### src/rtl/axi_read_arbiter_if.sv
// axi_read_arbiter_if: the AR/R bundle shared by the requesters, the arbiter and the memory slave.
//   M_AR_* / M_R_*  per-master request/response.
//                   Masters are packed flat: master i sits at [i*W +: W].
//   S_AR_* / S_R_*  single slave read port.
//   ERR             sticky watchdog flag.
// Modports:
//   slave  - the arbiter's view. It is the slave of the requesters.
//   master - the environment's view. This is the requesters plus the memory.
interface axi_read_arbiter_if #(
  parameter int ADDR_WIDTH  = 64,
  parameter int DATA_WIDTH  = 64,
  parameter int NUM_MASTERS = 2
);
  logic [NUM_MASTERS*ADDR_WIDTH-1:0] M_AR_ADDR;
  logic [NUM_MASTERS-1:0]            M_AR_VALID;
  logic [NUM_MASTERS-1:0]            M_AR_READY;
  logic [NUM_MASTERS*DATA_WIDTH-1:0] M_R_DATA;
  logic [NUM_MASTERS-1:0]            M_R_VALID;
  logic [NUM_MASTERS-1:0]            M_R_READY;
  logic [ADDR_WIDTH-1:0]             S_AR_ADDR;
  logic                              S_AR_VALID;
  logic                              S_AR_READY;
  logic [DATA_WIDTH-1:0]             S_R_DATA;
  logic                              S_R_VALID;
  logic                              S_R_READY;
  logic                              ERR;

  modport slave (
    input  M_AR_ADDR, M_AR_VALID, M_R_READY, S_AR_READY, S_R_DATA, S_R_VALID,
    output M_AR_READY, M_R_DATA, M_R_VALID, S_AR_ADDR, S_AR_VALID, S_R_READY, ERR
  );

  modport master (
    output M_AR_ADDR, M_AR_VALID, M_R_READY, S_AR_READY, S_R_DATA, S_R_VALID,
    input  M_AR_READY, M_R_DATA, M_R_VALID, S_AR_ADDR, S_AR_VALID, S_R_READY, ERR
  );
endinterface

### src/rtl/axi_read_arbiter.sv
// axi_read_arbiter: shares one AR/R read port among NUM_MASTERS requesters.
// It carries one read at a time.
//
// Ports:
//   CLK    single clock; all logic runs on posedge.
//   RESET  synchronous, active-high.
//   bus    axi_read_arbiter_if.slave. It carries the per-master AR/R, the slave AR/R and ERR.
//
// Optional feature, macro ARB_RR_EN:
//   Defined   - round-robin arbitration. The search starts after the last grant.
//   Undefined - fixed priority; the lowest index wins.
//
// The slave AR request is held until R completes. The memory slaves drive
// R_DATA only while AR_VALID, AR_READY, R_VALID and R_READY are all high.
// A watchdog forces a zero-data response after TIMEOUT_CYCLES busy cycles.
// TIMEOUT_CYCLES = 0 disables it.
module axi_read_arbiter #(
  parameter int ADDR_WIDTH     = 64,
  parameter int DATA_WIDTH     = 64,
  parameter int NUM_MASTERS    = 2,
  parameter int TIMEOUT_CYCLES = 256
) (
  input logic               CLK,
  input logic               RESET,
  axi_read_arbiter_if.slave bus
);
  localparam int GW      = $clog2(NUM_MASTERS);
  localparam int CW      = (TIMEOUT_CYCLES > 1) ? $clog2(TIMEOUT_CYCLES) : 1;
  localparam int TO_LAST = (TIMEOUT_CYCLES > 0) ? TIMEOUT_CYCLES - 1 : 0;

  typedef enum logic [1:0] {IDLE, BUSY, TO_RESP} state_e;

  state_e                state_q, state_d;
  logic [GW-1:0]         gnt_q, gnt_d;
  logic [ADDR_WIDTH-1:0] addr_q, addr_d;
  logic [CW-1:0]         cnt_q, cnt_d;
  logic                  err_q, err_d;
  logic [GW-1:0]         win;

  logic [NUM_MASTERS-1:0]            m_ar_ready;
  logic [NUM_MASTERS-1:0]            m_r_valid;
  logic [NUM_MASTERS*DATA_WIDTH-1:0] m_r_data;
  logic                              s_ar_valid;
  logic                              s_r_ready;
  logic [ADDR_WIDTH-1:0]             s_ar_addr;

  // AR_READY from the slave is not needed: the request is held until R anyway.
  logic unused_s_ar_ready;
  assign unused_s_ar_ready = bus.S_AR_READY;

`ifdef ARB_RR_EN
  // Holds the index where the next search starts, i.e. last grant + 1.
  logic [GW-1:0] rr_ptr_q, rr_ptr_d;
  int            rr_idx;
  logic          found;

  always_comb begin
    win    = '0;
    found  = 1'b0;
    rr_idx = 0;
    for (int k = 0; k < NUM_MASTERS; k++) begin
      rr_idx = int'(rr_ptr_q) + k;
      if (rr_idx >= NUM_MASTERS) rr_idx = rr_idx - NUM_MASTERS;
      if (!found && bus.M_AR_VALID[GW'(rr_idx)]) begin
        win   = GW'(rr_idx);
        found = 1'b1;
      end
    end
  end

  always_comb begin
    rr_ptr_d = rr_ptr_q;
    if (state_q == IDLE && |bus.M_AR_VALID && !RESET)
      rr_ptr_d = (int'(win) == NUM_MASTERS - 1) ? '0 : win + GW'(1);
  end

  always_ff @(posedge CLK) begin
    if (RESET) rr_ptr_q <= '0;
    else       rr_ptr_q <= rr_ptr_d;
  end
`else
  always_comb begin
    win = '0;
    for (int k = NUM_MASTERS - 1; k >= 0; k--)
      if (bus.M_AR_VALID[k]) win = GW'(k);
  end
`endif

  always_comb begin
    state_d    = state_q;
    gnt_d      = gnt_q;
    addr_d     = addr_q;
    cnt_d      = cnt_q;
    err_d      = err_q;
    m_ar_ready = '0;
    m_r_valid  = '0;
    m_r_data   = '0;
    s_ar_valid = 1'b0;
    s_r_ready  = 1'b0;
    s_ar_addr  = '0;
    unique case (state_q)
      IDLE: begin
        // Gate on RESET so nothing is accepted while the block is held in reset.
        if (|bus.M_AR_VALID && !RESET) begin
          m_ar_ready[win] = 1'b1;
          gnt_d           = win;
          addr_d          = bus.M_AR_ADDR[win*ADDR_WIDTH +: ADDR_WIDTH];
          cnt_d           = '0;
          state_d         = BUSY;
        end
      end
      BUSY: begin
        s_ar_valid                                  = 1'b1;
        s_ar_addr                                   = addr_q;
        s_r_ready                                   = bus.M_R_READY[gnt_q];
        m_r_valid[gnt_q]                            = bus.S_R_VALID;
        m_r_data[gnt_q*DATA_WIDTH +: DATA_WIDTH]    = bus.S_R_DATA;
        if (bus.S_R_VALID && bus.M_R_READY[gnt_q]) begin
          state_d = IDLE;
        end else if (TIMEOUT_CYCLES > 0 && cnt_q == CW'(TO_LAST)) begin
          state_d = TO_RESP;
          err_d   = 1'b1;
        end else begin
          cnt_d = cnt_q + CW'(1);
        end
      end
      TO_RESP: begin
        m_r_valid[gnt_q] = 1'b1;
        if (bus.M_R_READY[gnt_q]) state_d = IDLE;
      end
      default: state_d = IDLE;
    endcase
  end

  always_ff @(posedge CLK) begin
    if (RESET) begin
      state_q <= IDLE;
      gnt_q   <= '0;
      addr_q  <= '0;
      cnt_q   <= '0;
      err_q   <= 1'b0;
    end else begin
      state_q <= state_d;
      gnt_q   <= gnt_d;
      addr_q  <= addr_d;
      cnt_q   <= cnt_d;
      err_q   <= err_d;
    end
  end

  assign bus.M_AR_READY = m_ar_ready;
  assign bus.M_R_VALID  = m_r_valid;
  assign bus.M_R_DATA   = m_r_data;
  assign bus.S_AR_VALID = s_ar_valid;
  assign bus.S_AR_ADDR  = s_ar_addr;
  assign bus.S_R_READY  = s_r_ready;
  assign bus.ERR        = err_q;
endmodule

### src/flat_wrapper.sv
// flat-port wrapper written by rule: the top's interface ports become plain ports
module axi_read_arbiter_flat 
#(
  parameter int ADDR_WIDTH     = 64,
  parameter int DATA_WIDTH     = 64,
  parameter int NUM_MASTERS    = 2,
  parameter int TIMEOUT_CYCLES = 256
)
  (CLK, RESET, bus_M_AR_ADDR, bus_M_AR_VALID, bus_M_R_READY, bus_S_AR_READY, bus_S_R_DATA, bus_S_R_VALID, bus_M_AR_READY, bus_M_R_DATA, bus_M_R_VALID, bus_S_AR_ADDR, bus_S_AR_VALID, bus_S_R_READY, bus_ERR);
  axi_read_arbiter_if #(.ADDR_WIDTH(ADDR_WIDTH), .DATA_WIDTH(DATA_WIDTH), .NUM_MASTERS(NUM_MASTERS)) bus_i ();
  input logic CLK;
  input logic RESET;
  input wire logic [$bits(bus_i.M_AR_ADDR)-1:0] bus_M_AR_ADDR;
  input wire logic [$bits(bus_i.M_AR_VALID)-1:0] bus_M_AR_VALID;
  input wire logic [$bits(bus_i.M_R_READY)-1:0] bus_M_R_READY;
  input wire logic [$bits(bus_i.S_AR_READY)-1:0] bus_S_AR_READY;
  input wire logic [$bits(bus_i.S_R_DATA)-1:0] bus_S_R_DATA;
  input wire logic [$bits(bus_i.S_R_VALID)-1:0] bus_S_R_VALID;
  output wire logic [$bits(bus_i.M_AR_READY)-1:0] bus_M_AR_READY;
  output wire logic [$bits(bus_i.M_R_DATA)-1:0] bus_M_R_DATA;
  output wire logic [$bits(bus_i.M_R_VALID)-1:0] bus_M_R_VALID;
  output wire logic [$bits(bus_i.S_AR_ADDR)-1:0] bus_S_AR_ADDR;
  output wire logic [$bits(bus_i.S_AR_VALID)-1:0] bus_S_AR_VALID;
  output wire logic [$bits(bus_i.S_R_READY)-1:0] bus_S_R_READY;
  output wire logic [$bits(bus_i.ERR)-1:0] bus_ERR;
  assign bus_i.M_AR_ADDR = bus_M_AR_ADDR;
  assign bus_i.M_AR_VALID = bus_M_AR_VALID;
  assign bus_i.M_R_READY = bus_M_R_READY;
  assign bus_i.S_AR_READY = bus_S_AR_READY;
  assign bus_i.S_R_DATA = bus_S_R_DATA;
  assign bus_i.S_R_VALID = bus_S_R_VALID;
  assign bus_M_AR_READY = bus_i.M_AR_READY;
  assign bus_M_R_DATA = bus_i.M_R_DATA;
  assign bus_M_R_VALID = bus_i.M_R_VALID;
  assign bus_S_AR_ADDR = bus_i.S_AR_ADDR;
  assign bus_S_AR_VALID = bus_i.S_AR_VALID;
  assign bus_S_R_READY = bus_i.S_R_READY;
  assign bus_ERR = bus_i.ERR;
  axi_read_arbiter #(.ADDR_WIDTH(ADDR_WIDTH), .DATA_WIDTH(DATA_WIDTH), .NUM_MASTERS(NUM_MASTERS), .TIMEOUT_CYCLES(TIMEOUT_CYCLES)) u_core (.CLK(CLK), .RESET(RESET), .bus(bus_i));
endmodule
### config.mk
export PLATFORM = sky130hd
export DESIGN_NAME = axi_read_arbiter_flat
export DESIGN_NICKNAME = d
export VERILOG_FILES = /design/src/rtl/axi_read_arbiter_if.sv /design/src/rtl/axi_read_arbiter.sv /design/src/flat_wrapper.sv
export SDC_FILE = /design/constraint.sdc
export NUM_CORES = 1
export LEC_CHECK = 0
export BUFFER_PORTS_ARGS = -buffer_cell sky130_fd_sc_hd__buf_2
export CAP_MARGIN = 20
export CORE_AREA = 2 2 155 157
export DETAILED_ROUTE_END_ITERATION = 10
export DIE_AREA = 0 0 157 159
export HOLD_SLACK_MARGIN = 0.03
export SLEW_MARGIN = 25
export SYNTH_ARGS = -nofsm -noshare
export SYNTH_HDL_FRONTEND = slang
export SYNTH_SLANG_ARGS = --single-unit
### constraint.sdc
create_clock -name CLK -period 1.68 [get_ports CLK]
set_input_delay 0.084 -clock CLK [delete_from_list [all_inputs] [get_ports CLK]]
set_output_delay 0.084 -clock CLK [all_outputs]
set_load 0.02 [all_outputs]
==> results.yml, run 1 <==
floorplanning:
  rows: 56
  die_h_um: 159
  initial_core_util_pct: 21.01
  core_area_um2: 23190
  die_area_um2: 24960
  dieWidth_um: 157
  io_pins: 399
detailed_routing:
  wl_um: 23110
  vias: 6056
  viasPerCell: 4.609
  post_drt_wl_per_cell_um: 17.58
  route.detailed.drc: 0
  ant_nets: 0
  firstDrtPassIters: 4
  drt_iter0_markers: 409
pwr:
  leakage_nw: 4.855
  peakVddDrop_mv: 0.4599
  total_power_mw: 10.64
  power.density_nw_per_um2: 1177
placed_design:
  post-place-ws_ns: -0.08887
  dp_cells: 1277
  dp_hpwl_um: 15390
  io_buffers: 397
  globalplace.congestion: 0.8431
clock_network:
  cts-root-buf: "clkbuf_16"
  cts.sinks: 76
  cts_tree: "yes"
  insertion_delay_ns: 0.34
  htreeDepth: 3
  path_clk_slew_ns: 0.06
  holdBufCountCts: 0
  cts_buffers: 9
  clk_path_buf_depth: 2
synthesis:
  syn-cell-area_um2: 4872
  synthArstFlopShare_pct: 0
  ys_types: 39
  ys_warn_count: 0
  synth_edf_count: 0
  ys_seq_area_share_pct: 31.23
  syn_avg_cell_area_um2: 8.120
  synth_ff_type: "dfxtp_1"
  synth_fp_nets: 804
  synth_cells: 600
  synth-seq-cells: 76
cells_and_area:
  regArea_um2: 1525
  fill_cells: 2312
  fin_nets: 1188
  postLayoutCoreUtil_pct: 38.97
  final_cell_mix: "250 x buf_2, 119 x and3_1, 105 x buf_6"
  final_cells: 1314
  final_common_cell: "buf_2"
  multiInputGateArea_um2: 3354
  layout-area-overhead-vs-synth_pct: 85.52
  layout-drive-gt1-share_pct: 53.64
outcome:
  violations: "setup timing"
  run_status: "finished, violations left"
grt:
  antenna_found_initial: 9
  grt_pass1_wl_um: 31460
  grt-ovfl-total: 0
  grt_max_degree: 77
  grt_usage_pct: 16.43
  grt_pass1_vias: 5539
worst_setup_path:
  critical_path_class: "reg -> out"
  end_kind: "output port"
  cp.arrival_ns: 1.63
  required_ns: 1.60
  r2r_start: "u_core.state_q[1]"
  critPathMaxFanout: 19
  critPathLaunchType: "flip-flop"
  cp-startpoint: "u_core.state_q[1]"
  rr_worst_depth: 6
timing:
  min_period_ns: 1.718
  skew_ns: 0.006798
  hold_viol: 0
  fmax_mhz: 582.1
  rsz0062_at_grt: "true"
  slew_headroom_pct: 36.90
  min_period_over_period_pct: 102.3
  setup-tns-final_ns: -0.3418
  slew_violations: 0
  timing.final.ws_setup_ns: -0.03791
  tightest_slew_ns: 0.9466
  setup_violations: 28
run:
  max_cap_viol_count: 0
hold_path:
  min_from: "bus_M_AR_ADDR[105]"
  holdCritPathClass: "in -> reg"
  hold_depth: 3
## sequential cells by signal (all words and copies together) (netlist names)
name and flops:
u_core.addr_q 64, u_core.cnt_q 8, u_core.state_q 2, u_core.bus.ERR 1
u_core.gnt_q 1
## Yosys cell counts (2+ instances only)
cell      number  area, µm²
and3_1       131      819.5
dfxtp_1       76       1521
nor2_1        73      274.0
a211oi_1      65      488.0
and2_1        65      406.6
mux2i_1       65      650.6
clkbuf_1      53      198.9
buf_2          7      35.03
a311oi_1       5      43.79
buf_4          5      37.54
inv_1          5      18.77
a21oi_1        4      20.02
ha_1           4      50.05
nand2_1        4      15.01
nand2b_1       4      25.02
a41oi_1        3      26.28
inv_2          3      11.26
nor3_1         3      15.01
nand3_1        2      10.01
nand4_1        2      12.51
o31ai_1        2      15.01
o41a_1         2      22.52
## where the power goes
group	internal (mW)	total, mW	switching, mW
registers	2.12	2.28	0.157
logic	2.87	6.24	3.37
clock network	1.33	2.12	0.786
total	6.32	10.6	4.32
## through the flow
step	hold slack, ns	area, µm²
after floorplan	0.3177	4903
final	0.07653	9039
after CTS	0.06185	8320
after global placement	0.4308	7332
after detailed placement	0.4346	7332
after global routing	0.09458	9039
## path summary, 6_finish.rpt
kind                       end  slack, ns
min          u_core.addr_q[41]       0.08
min reg2reg     u_core.bus.ERR       0.47
max          bus_M_R_DATA[102]      -0.04
max reg2reg    u_core.cnt_q[0]       0.02
## per-layer routing
metal	vias up	global-route usage, %	wire, µm
met3	28	3.566	1507
li1	2932	-	-
met2	303	29.15	11900
met4	0	6.714	452
met5	-	0	0
met1	2793	18.94	9249
## what timing repair did
item / in CTS / in global routing
hold endpoints to repair: 0 / 0
buffers inserted: 3 / 3
setup endpoints to repair: 202 / 242
pin swaps: 6 / 37
cloned: 6 / 4
resized for setup: 164 / 174
## cell families (layout without fill, tap and decap cells)
family	count (synthesis)	in the layout	synth area share (%)
AO/OA/AOI/OAI	91	91	14.51
buffers and inverters	74	462	6.266
AND/OR/NAND/NOR	287	287	32.87
adder cells (fa/ha/maj)	4	4	1.027
other	0	7	0
multiplexers	68	68	14.10
flip-flops	76	76	31.23
## layout make-up
class,instances,share of cell area [%]
Tap cell,319,4.416
Clock inverter,4,0.8167
Clock buffer,11,2.685
Antenna cell,7,0.1938
Multi-Input combinational cell,450,37.11
Timing Repair Buffer,439,37.51
Sequential cell,76,16.87
Inverter,8,0.3876
## critical path, stage by stage (launching register included)
cell and delay, ns:
dfxtp_2 0.33, inv_4 0.07, ha_4 0.22, buf_12 0.16
clkbuf_16 0.18, and3_1 0.18, buf_4 0.15
No activity file was read; power rests on OpenSTA's default activity.
==> inputs of run 2 (changes only) <==
==> constraint.sdc (replaced) <==
create_clock -name CLK -period 1.68 [get_ports CLK]
set_input_delay 0.168 -clock CLK [delete_from_list [all_inputs] [get_ports CLK]]
set_output_delay 0.168 -clock CLK [all_outputs]
set_load 0.02 [all_outputs]
==> results.yml, run 2 (same netlist as run 1, synthesis figures left out) <==
outcome:
  run_status: "finished, violations left"
  violations: "setup timing"
detailed_routing:
  drt_iter0_markers: 360
  viasPerCell: 4.740
  vias: 6494
  wl_um: 27640
  ant_nets: 0
  firstDrtPassIters: 4
  post_drt_wl_per_cell_um: 20.18
  route.detailed.drc: 0
grt:
  grt_pass1_vias: 5817
  grt_pass1_wl_um: 33480
  grt_usage_pct: 17.59
  antenna_found_initial: 9
  grt_max_degree: 43
  grt-ovfl-total: 0
clock_network:
  holdBufCountCts: 0
  clk_path_buf_depth: 2
  htreeDepth: 3
  cts_tree: "yes"
  cts_buffers: 9
  insertion_delay_ns: 0.34
  cts-root-buf: "clkbuf_16"
  path_clk_slew_ns: 0.06
  cts.sinks: 76
pwr:
  switchingPower_mw: 5.253
  pwr-share-comb_pct: 67.7
  p_seq_share_pct: 17.6
  p_sw_share_pct: 39.29
  p_int_mw: 8.118
  clkPwrFrac_pct: 14.7
  leakage_nw: 5.391
  peakVddDrop_mv: 0.5293
  power.density_nw_per_um2: 1226
floorplanning:
  core_area_um2: 23190
  dieWidth_um: 157
  die_h_um: 159
  initial_core_util_pct: 21.01
  io_pins: 399
  die_area_um2: 24960
  rows: 56
worst_setup_path:
  required_ns: 1.51
  slowest_delay_ns: 0.35
  end_kind: "output port"
  regToRegSetupSlack_ns: -0.14
  rr_endpoint: "u_core.cnt_q[0]"
  rr_worst_depth: 8
  cp_cell_sequence: "inv_4 -> ha_4 -> buf_12 -> buf_12 -> clkbuf_16 -> and3_1 -> buf_6"
  r2r_start: "u_core.state_q[1]"
  slowest_stage: "dfxtp_2"
  crit_top_cell: "buf_12"
  critPathMaxFanout: 9
  critPathLaunchType: "flip-flop"
  critical_path_class: "reg -> out"
  cp.arrival_ns: 1.70
timing:
  skew_ns: 0.007311
  setup_violations: 217
  min_period_over_period_pct: 111.1
  tightest_slew_ns: 0.5391
  hold_viol: 0
  timing.final.ws_setup_ns: -0.1869
  hold_slack_ns: 0.1689
  setup-tns-final_ns: -18.51
  slew_headroom_pct: 64.06
  min_period_ns: 1.867
  slew_violations: 0
  rsz0062_at_grt: "true"
  fmax_mhz: 535.6
cells_and_area:
  layout-drive-gt1-share_pct: 69.53
  largest_reg_flops: 64
  fill_cells: 2082
  design_area_um2: 10900
  final_cell_mix: "212 x buf_2, 151 x buf_6, 75 x and3_4, 75 x buf_4, 73 x dfxtp_1"
  layout-area-overhead-vs-synth_pct: 123.8
  postLayoutCoreUtil_pct: 47.01
  final_common_cell: "buf_2"
  top_regs: "u_core.addr_q x64, u_core.cnt_q x8, u_core.state_q x2"
  top_register: "u_core.addr_q"
  fin_nets: 1246
hold_path:
  min_from: "bus_M_AR_ADDR[106]"
  holdCritPathClass: "in -> reg"
  hold_end: "u_core.addr_q[42]"
  hold_depth: 3
placed_design:
  io_buffers: 397
  dp_hpwl_um: 16120
  globalplace.congestion: 0.8163
  place_area_um2: 7522
run:
  max_cap_viol_count: 0
==> run 2: cell count changes in the layout (fill, tap and decap cells not counted), sizes merged <==
cell,change
clkbuf,+15
clkinvlp,+1
bufbuf,+1
clkinv,+2
diode,-3
buf,+41
bufinv,-1
==> run 2: power by group through the flow <==
| stage | combinational [mW] | sequential, mW | clock (mW) |
|---|---|---|---|
| after floorplan | 2.93 | 2.26 | 0 |
| after global placement | 4.46 | 2.33 | 0 |
| after detailed placement | 4.52 | 2.32 | 0 |
| after CTS | 6.69 | 2.30 | 2.02 |
| after global routing | 9.43 | 2.39 | 2.10 |
| final | 9.05 | 2.36 | 1.96 |
==> run 2: worst max-delay path, delay by kind of cell (launching register included) <==
| kind | cells | cell delay [ns] |
|---|---|---|
| buffers and inverters | 5 | 0.64 |
| DFF | 1 | 0.35 |
| and+or+nand+nor | 1 | 0.19 |
| adders and majority gates | 1 | 0.17 |
==> run 2: final cells by class <==
cell class / instances / area (µm²) / share of cell area, %
sequential: 76 / 1528 / 14.01
tap: 319 / 399.1 / 3.661
clock buffer: 10 / 229.0 / 2.100
inverter: 8 / 47.55 / 0.4361
timing repair buffer: 497 / 4666 / 42.80
multi-input combinational: 450 / 3958 / 36.30
clock inverter: 6 / 65.06 / 0.5968
antenna: 4 / 10.01 / 0.09182
==> run 2: repair_timing <==
action / in CTS / in global routing
endpoints found under the hold margin: 0 / 0
endpoints found under the setup margin: 206 / 267
gates resized for setup: 184 / 412
setup buffers: 13 / 8
pin swaps: 20 / 62
cloned: 12 / 26
==> run 2: worst max-delay path by stage <==
stage                 startpoint                 to  slack [ns]  cells past startpoint
6_report       u_core.state_q[1]   bus_M_R_DATA[49]       -0.19                      7
5_1_grt        u_core.state_q[1]   bus_M_R_DATA[91]       -0.22                      7
4_1_cts        u_core.state_q[1]  bus_S_AR_ADDR[19]       -0.18                      7
3_5_place_dp   u_core.state_q[1]    u_core.cnt_q[7]       -0.07                      6
3_3_place_gp   u_core.state_q[1]    u_core.cnt_q[2]       -0.01                      6
2_1_floorplan  u_core.state_q[1]    u_core.cnt_q[5]       0.006                      6
==> run 2: metal layers <==
metal | wire, µm | track usage, % | vias to the layer above | part of all wire, %
met1 | 10470 | 19.53 | 3036 | 38
met3 | 1623 | 2.776 | 69 | 5.9
li1 | - | - | 3058 | -
met5 | 13 | 0 | - | 0.047
met2 | 14580 | 33.31 | 329 | 53
met4 | 950 | 6.214 | 2 | 3.4
==> run 2: metrics by stage <==
stage,total power [mW],setup WS (ns),std cells
after floorplan,5.189,0.005526,600
after global placement,6.792,-0.01352,1292
after detailed placement,6.835,-0.06539,1292
after CTS,11.01,-0.1822,1333
after global routing,13.93,-0.2227,1370
final,13.37,-0.1869,1370
==> inputs of run 3 (changes only) <==
--- a/config.mk
+++ b/config.mk
@@ -11,6 +11,7 @@
 export DETAILED_ROUTE_END_ITERATION = 10
 export DIE_AREA = 0 0 157 159
 export HOLD_SLACK_MARGIN = 0.03
+export SETUP_SLACK_MARGIN = 0.3
 export SLEW_MARGIN = 25
 export SYNTH_ARGS = -nofsm -noshare
 export SYNTH_HDL_FRONTEND = slang
==> results.yml, run 3 (same netlist as run 1, synthesis figures left out) <==
pwr:
  power.density_nw_per_um2: 1193
  leakage_nw: 5.372
  peakVddDrop_mv: 0.5355
  total_power_mw: 13.15
clock_network:
  clk_path_buf_depth: 2
  cts_buffers: 9
  cts_tree: "yes"
  holdBufCountCts: 0
  insertion_delay_ns: 0.35
  cts.sinks: 76
  cts-root-buf: "clkbuf_16"
  htreeDepth: 3
  path_clk_slew_ns: 0.07
detailed_routing:
  ant_nets: 0
  vias: 6298
  wl_um: 25230
  firstDrtPassIters: 4
  route.detailed.drc: 0
  drt_iter0_markers: 288
  viasPerCell: 4.679
  post_drt_wl_per_cell_um: 18.74
cells_and_area:
  final_common_cell: "buf_2"
  fin_nets: 1225
  largest_reg_flops: 64
  fill_cells: 2107
  final_cells: 1346
  top_regs: "u_core.addr_q x64, u_core.cnt_q x8, u_core.state_q x2"
  layout-drive-gt1-share_pct: 77.10
  top_register: "u_core.addr_q"
  design_area_um2: 11020
  final_cell_mix: "204 x buf_2, 163 x buf_6, 71 x dfxtp_1"
  layout-area-overhead-vs-synth_pct: 126.2
placed_design:
  dp_cells: 1271
  post-place-ws_ns: 0.08244
  globalplace.congestion: 0.8141
  io_buffers: 397
  dp_hpwl_um: 14200
  place_area_um2: 7548
worst_setup_path:
  end_kind: "output port"
  slowest_stage: "dfxtp_2"
  slowest_delay_ns: 0.35
  crit_top_cell: "buf_12"
  cp.arrival_ns: 1.60
  required_ns: 1.51
  cp_cell_sequence: "inv_4 -> ha_4 -> buf_12 -> buf_12 -> buf_16 -> and2_4 -> buf_6"
  critPathLaunchType: "flip-flop"
  critPathMaxFanout: 8
  critical_path_class: "reg -> out"
timing:
  min_period_ns: 1.769
  rsz0062_at_grt: "true"
  setup_violations: 160
  timing.final.ws_setup_ns: -0.08866
  slew_violations: 0
  hold_viol: 0
  min_period_over_period_pct: 105.3
  hold_slack_ns: 0.1651
  skew_ns: 0.01015
  fmax_mhz: 565.4
  slew_headroom_pct: 44.42
  tightest_slew_ns: 0.8338
floorplanning:
  initial_core_util_pct: 21.01
  dieWidth_um: 157
  core_area_um2: 23190
  io_pins: 399
  die_h_um: 159
  rows: 56
  die_area_um2: 24960
run:
  max_cap_viol_count: 0
outcome:
  run_status: "finished, violations left"
  violations: "setup timing"
hold_path:
  holdCritPathClass: "in -> reg"
grt:
  grt-ovfl-total: 0
  grt_pass1_wl_um: 32350
  antenna_found_initial: 0
  grt_pass1_vias: 5677
  grt_max_degree: 65
  grt_usage_pct: 16.64
[run 3: cell count changes in the layout (fill, tap and decap cells not counted), sizes merged]
cell / change
diode: -3
clkbuf: -10
bufbuf: -1
clkinvlp: +1
bufinv: +1
buf: -10
inv: +2
clkinv: -4
[run 3: area by class of cell]
| cell class | instances | area [µm²] | area share, % |
|---|---|---|---|
| clock inverter | 6 | 95.09 | 0.8628 |
| multi-input combinational | 450 | 4298 | 38.99 |
| tap | 319 | 399.1 | 3.621 |
| clock buffer | 10 | 239.0 | 2.168 |
| inverter | 8 | 45.04 | 0.4087 |
| timing repair buffer | 476 | 4413 | 40.04 |
| antenna | 1 | 2.502 | 0.02270 |
| sequential | 76 | 1530 | 13.88 |
[run 3: final timing paths]
| path | startpoint | to | slack (ns) | cells after the start |
|---|---|---|---|---|
| setup / recovery | u_core.state_q[1] | bus_S_AR_ADDR[14] | -0.09 | 7 |
| hold / removal | bus_M_AR_ADDR[115] | u_core.addr_q[51] | 0.17 | 3 |
| setup reg to reg | u_core.state_q[1] | u_core.cnt_q[0] | -0.06 | 7 |
| hold reg to reg | u_core.cnt_q[1] | u_core.cnt_q[1] | 0.49 | 2 |
[run 3: what timing repair did]
action	in CTS	in global routing
resized for setup	285	347
cloned	15	14
endpoints found under the setup margin	274	274
pin swaps	33	57
buffers inserted	14	15
[run 3: power breakdown]
part | internal, mW | switching [mW] | total [mW]
combinational | 4.40 | 4.12 | 8.52
sequential | 2.13 | 0.292 | 2.42
clock | 1.36 | 0.852 | 2.21
total | 7.88 | 5.27 | 13.2
[run 3: per-stage QoR]
step                      utilization, %  TNS, ns
final                              47.52   -6.957
after detailed placement           32.55        0
after CTS                          40.15   -11.00
after global routing               47.51   -18.38
after floorplan                        -        0
after global placement             32.55        0
[run 3: layer usage]
layer,vias up,global-route usage (%),share of wire (%)
met1,3026,20.36,41
met4,0,4.295,1.4
met2,245,29.31,51
met5,-,0,0
li1,3001,-,-
met3,26,3.620,5.9
[run 3: critical path, delay by kind of cell (launching register included)]
family / cells / cell delay (ns)
simple gates: 1 / 0.14
buf+inv: 5 / 0.59
fa+ha+maj: 1 / 0.18
flops: 1 / 0.35
